File: config.mk
export PLATFORM = sky130hd
export DESIGN_NAME = slv_sram_bridge
export DESIGN_NICKNAME = d
export VERILOG_FILES = /design/src/rtl/slv_sram_bridge.sv
export SDC_FILE = /design/constraint.sdc
export NUM_CORES = 1
export LEC_CHECK = 0
export BUFFER_PORTS_ARGS = -buffer_cell sky130_fd_sc_hd__buf_2
export CAP_MARGIN = 20
export CORE_ASPECT_RATIO = 0.75
export CORE_MARGIN = 5
export CORE_UTILIZATION = 32
export DETAILED_ROUTE_END_ITERATION = 10
export SYNTH_ARGS = -nofsm -noshare
export SYNTH_HDL_FRONTEND = slang
export SYNTH_SLANG_ARGS = --single-unit
export TNS_END_PERCENT = 10
File: constraint.sdc
create_clock -name iClk -period 2.1 [get_ports iClk]
set_clock_uncertainty 0.15 [all_clocks]
set_input_delay 0.315 -clock iClk [delete_from_list [all_inputs] [get_ports iClk]]
set_output_delay 0.315 -clock iClk [all_outputs]
set_load 0.05 [all_outputs]
File: src/rtl/slv_sram_bridge.sv
// Slave-bus to single-port synchronous SRAM bridge with programmable wait states.
// Define SRAM_BWE_EN to drive SRAM byte write enables (single-access partial writes) instead of read-modify-write.
//
// state | meaning
// IDLE  | waiting for iSlvReq, latches the transaction on accept
// RD    | SRAM read access (Ce=1, We=0)
// RDCAP | capture iMemRData: read data to master, or merge for a partial write
// WR    | SRAM write access (Ce=1, We=1)
// WAIT  | counting down the latched wait states
// ACK   | one-cycle completion pulse, iSlvReq ignored
module slv_sram_bridge #(
   parameter int CMD_W = 1,
   parameter int AW    = 10,
   parameter int DW    = 32,
   parameter int SW    = 4
) (
   input  logic             iClk,
   input  logic             iRst,
   input  logic             iSlvReq,
   input  logic [CMD_W-1:0] iSlvCmd,
   input  logic [AW-1:0]    iSlvAddr,
   input  logic [SW-1:0]    iSlvSel,
   input  logic [DW-1:0]    iSlvWData,
   output logic             oSlvAck,
   output logic [DW-1:0]    oSlvRData,
   input  logic [3:0]       iWaitCyc,
   output logic             oMemCe,
   output logic             oMemWe,
   output logic [AW-1:0]    oMemAddr,
   output logic [DW-1:0]    oMemWData,
`ifdef SRAM_BWE_EN
   output logic [SW-1:0]    oMemBwe,
`endif
   input  logic [DW-1:0]    iMemRData
);

   localparam logic [2:0] IDLE  = 3'd0;
   localparam logic [2:0] RD    = 3'd1;
   localparam logic [2:0] RDCAP = 3'd2;
   localparam logic [2:0] WR    = 3'd3;
   localparam logic [2:0] WAIT  = 3'd4;
   localparam logic [2:0] ACK   = 3'd5;

`ifdef SRAM_BWE_EN
   localparam logic BWE_EN = 1'b1;
`else
   localparam logic BWE_EN = 1'b0;
`endif

   logic [2:0]    state, stateNxt;
   logic [3:0]    waitCnt, waitCntNxt;
   logic [3:0]    waitQ;
   logic [3:0]    postWait;
   logic          isWrQ;
   logic [SW-1:0] selQ;
   logic [DW-1:0] wdataQ;
   logic [DW-1:0] merged;
   logic          reqWr;
   logic          accept;
   logic          accessDone;
   logic          ackNxt, ceNxt, weNxt;
   logic [DW-1:0] rdataNxt, memWDataNxt;
`ifdef SRAM_BWE_EN
   logic [SW-1:0] bweNxt;
`endif

   assign reqWr  = (iSlvCmd == CMD_W'(1));
   assign accept = (state == IDLE) && iSlvReq;

   always_comb begin
      merged = iMemRData;
      for (int b = 0; b < SW; b++) begin
         if (selQ[b]) merged[8*b +: 8] = wdataQ[8*b +: 8];
      end
   end

   always_comb begin
      stateNxt    = state;
      waitCntNxt  = waitCnt;
      ackNxt      = 1'b0;
      ceNxt       = 1'b0;
      weNxt       = 1'b0;
      rdataNxt    = oSlvRData;
      memWDataNxt = oMemWData;
      accessDone  = 1'b0;
      postWait    = waitQ;
`ifdef SRAM_BWE_EN
      bweNxt      = '0;
`endif
      case (state)
         IDLE: begin
            if (iSlvReq) begin
               postWait = iWaitCyc;
               // an empty write has nothing to store, so no SRAM cycle at all
               if (reqWr && (iSlvSel == '0)) begin
                  accessDone = 1'b1;
               end else if (reqWr && ((iSlvSel == '1) || BWE_EN)) begin
                  stateNxt    = WR;
                  ceNxt       = 1'b1;
                  weNxt       = 1'b1;
                  memWDataNxt = iSlvWData;
`ifdef SRAM_BWE_EN
                  bweNxt      = iSlvSel;
`endif
               end else begin
                  stateNxt = RD;
                  ceNxt    = 1'b1;
               end
            end
         end
         RD: stateNxt = RDCAP;
         RDCAP: begin
            if (isWrQ) begin
               stateNxt    = WR;
               ceNxt       = 1'b1;
               weNxt       = 1'b1;
               memWDataNxt = merged;
`ifdef SRAM_BWE_EN
               bweNxt      = selQ;
`endif
            end else begin
               rdataNxt   = iMemRData;
               accessDone = 1'b1;
            end
         end
         WR: accessDone = 1'b1;
         WAIT: begin
            if (waitCnt == 4'd0) begin
               stateNxt = ACK;
               ackNxt   = 1'b1;
            end else begin
               waitCntNxt = waitCnt - 4'd1;
            end
         end
         ACK: stateNxt = IDLE;
         default: stateNxt = IDLE;
      endcase
      if (accessDone) begin
         if (postWait == 4'd0) begin
            stateNxt = ACK;
            ackNxt   = 1'b1;
         end else begin
            stateNxt   = WAIT;
            waitCntNxt = postWait - 4'd1;
         end
      end
   end

   always_ff @(posedge iClk) begin
      if (iRst) begin
         state     <= IDLE;
         waitCnt   <= 4'd0;
         waitQ     <= 4'd0;
         isWrQ     <= 1'b0;
         selQ      <= '0;
         wdataQ    <= '0;
         oSlvAck   <= 1'b0;
         oSlvRData <= '0;
         oMemCe    <= 1'b0;
         oMemWe    <= 1'b0;
         oMemAddr  <= '0;
         oMemWData <= '0;
`ifdef SRAM_BWE_EN
         oMemBwe   <= '0;
`endif
      end else begin
         state     <= stateNxt;
         waitCnt   <= waitCntNxt;
         oSlvAck   <= ackNxt;
         oSlvRData <= rdataNxt;
         oMemCe    <= ceNxt;
         oMemWe    <= weNxt;
         oMemWData <= memWDataNxt;
`ifdef SRAM_BWE_EN
         oMemBwe   <= bweNxt;
`endif
         if (accept) begin
            isWrQ    <= reqWr;
            selQ     <= iSlvSel;
            wdataQ   <= iSlvWData;
            waitQ    <= iWaitCyc;
            oMemAddr <= iSlvAddr;
         end
      end
   end

endmodule

==> impl_metrics.yaml <==
status:
  status: "finished clean"
synth:
  synth_edf_count: 0
  synth_area_leaders: "dfxtp_1 46%, nand2_1 14%, a21oi_1 11%, mux2i_1 7.0%, o2111ai_1 5.2%"
  avgSynthCellArea_sq_um: 8.09
  ys_warn_count: 0
  ys_async_sr_fraction_pct: 0
  synth.distinct_cells: 48
  synth_nets: 759
  yosys.area.top_type: "dfxtp_1"
  syn_area_sq_um: 5430
  synth_top_area_share_pct: 46.1
  ys_ff_latch: 125
  yosysMostFrequentCell: "nand2_1"
  synth-main-ff-cell: "dfxtp_1"
  synth_common_cells: "197 x nand2_1, 125 x dfxtp_1, 117 x a21oi_1"
  syn_inst: 671
  ys_seq_area_share_pct: 46.1
routing:
  routed_via_density: 5.02
  via_count: 5632
  dr.pass1.iters: 5
  routed_wl_um: 18100
  drt_iter0_drc: 339
  route.detailed.drc: 0
  antenna_left: 0
  routedWlPerCell_um: 16.2
timing:
  finalHoldViolCount: 0
  max_slew_margin_pct: 60.5
  setup_ws_ps: 28.9
  setup_viol: 0
  maxSlewViolCount: 0
  period_share_pct: 98.6
  max_freq_ghz: 0.483
  grt_setup_unrepaired: "yes"
  worst_pin_slew_ps: 592
  period_needed_ps: 2070
  setup_tns_ps: 0
setup_path:
  endpoint_kind: "register"
  setup.worst_path.start_class: "register"
  cp.required_ps: 2250
  crit_fanout: 6
  critPathArrivalTime_ps: 2220
  worstSetupPathType: "reg -> reg"
clock_network:
  htree_levels: 4
  cts_buffers: 17
  clock-root-buffer: "clkbuf_16"
  tritoncts: "yes"
  path_clk_slew_ps: 50
  cts_sinks: 125
  cts_max_path_buffers: 2
  clock_latency_ps: 420
placed_design:
  place.gp.congestion: 0.778
  placed_cells: 1025
  portBuffers: 162
  dpl.hpwl_um: 12000
  pre_cts_ws_ps: -73.2
floorplan:
  fp.coreArea_sq_um: 16700
  row_count: 41
  die_y_um: 123
  dieArea_sq_um: 19700
  start_util_pct: 32.5
  top_level_ports: 163
  die_w_um: 160
layout:
  fillers: 1632
  regArea_sq_um: 2500
  final_core_util_pct: 47.7
  antennaDiodeCount: 0
  multi_input_area_sq_um: 2750
  final_cells: 1123
  nNetsFinal: 983
  drive_gt1_share_pct: 28.0
  area_delta_synth_final_pct: 46.9
power_and_ir_drop:
  ir_drop_uv: 520
  p_leak_uw: 0.00324
  powerDensity_nw_per_um2: 1210
  power_uw: 9640
grt:
  grt_max_degree: 72
  grt_overflow: 0
  grt_pass1_vias: 5574
  grt_usage_pct: 18.3
  antenna_found_initial: 0
  grt_pass1_wl_um: 28900
job:
  maxCapViolations: 0
hold_path:
  hold_path.class: "in -> reg"
path summary, 6_finish.rpt:
path,end,slack [ps],cells after the start,startpoint
min reg2reg,oSlvRData[25],300,2,oSlvRData[25]
min,oSlvRData[7],10,3,iMemRData[7]
max reg2reg,waitCnt[1],30,4,state[0]
max,waitCnt[1],30,4,state[0]
metal layers:
metal  wire (um)  track usage [%]  vias to the layer above
li1            -                -                     2784
met1        8600             24.4                     2640
met2        8050             29.0                      194
met3        1360             6.01                       14
met4         140             4.41                        0
met5           0                0                        -
cell usage in the layout, fill, tap and decap left out, types with 2 or more instances in the layout:
cell type      Yosys  routed
dfxtp_1          125     124
o2111ai_1         32      32
clkinv_4           0       2
bufinv_16          0       4
mux2_4             2       2
mux2i_1           38      36
nor4b_1            3       2
clkbuf_16          0      17
mux2i_2            0       2
buf_12             0       3
dlygate4sd3_1      0      65
inv_1              5       4
nor4_1             2       2
a21oi_1          117     116
nor2_1            10       9
nor3_1             8       8
clkbuf_1          40       2
clkbuf_8           0       4
buf_2              8     161
nand2b_1           3       2
clkinvlp_4         0       2
nand2_1          197     197
o21ai_0           35      35
buf_4              0      35
repair_timing:
action                                  in CTS  in global routing
buffers inserted                             1                  0
pin swaps                                    1                  1
endpoints found under the setup margin       2                  5
hold buffers                                65                  0
resized for setup                            1                  6
hold endpoints to repair                    65                  0
cell type report:
type	count	area share, %
Tap cell	215	3.37
Multi-Input combinational cell	481	34.5
Inverter	5	0.235
Clock inverter	9	1.98
Clock buffer	23	6.12
Sequential cell	125	31.4
Timing Repair Buffer	265	22.4
sequential cells by signal, summed over array words and instances (netlist names):
name       cells
oSlvAck        1
state          3
isWrQ          1
wdataQ        32
waitCnt        4
selQ           4
waitQ          4
oMemWe         1
oSlvRData     32
oMemCe         1
oMemAddr      10
oMemWData     32
cell families after synthesis:
| group | after synthesis | synth area share (%) |
|---|---|---|
| adders and majority gates | 2 | 0.461 |
| xor gates and xnor gates | 1 | 0.161 |
| buffers and inverters | 65 | 4.95 |
| and+or+nand+nor | 238 | 18.5 |
| AOI/OAI and AO/OA | 198 | 21.9 |
| muxes | 42 | 7.97 |
| DFF | 125 | 46.1 |
report_power, final:
| group | total [uW] | internal, uW | switching (uW) |
|---|---|---|---|
| Sequential | 3030 | 2740 | 289 |
| Combinational | 3430 | 1210 | 2220 |
| Clock | 3190 | 2110 | 1070 |
through the flow:
stage / area, sq um / hold slack, ps
3_5_place_dp: 6640 / 293
2_1_floorplan: 5470 / 286
6_report: 7980 / 13.4
3_3_place_gp: 6640 / 290
4_1_cts: 7950 / 0.176
5_1_grt: 7980 / 7.24
critical path, cell delays in order (launching register included):
cell and delay [ps]:
dfxtp_1 370, or4b_4 640, mux2_4 350, a2bb2oi_4 130
mux2_1 320
(Power assumes the default switching activity.)
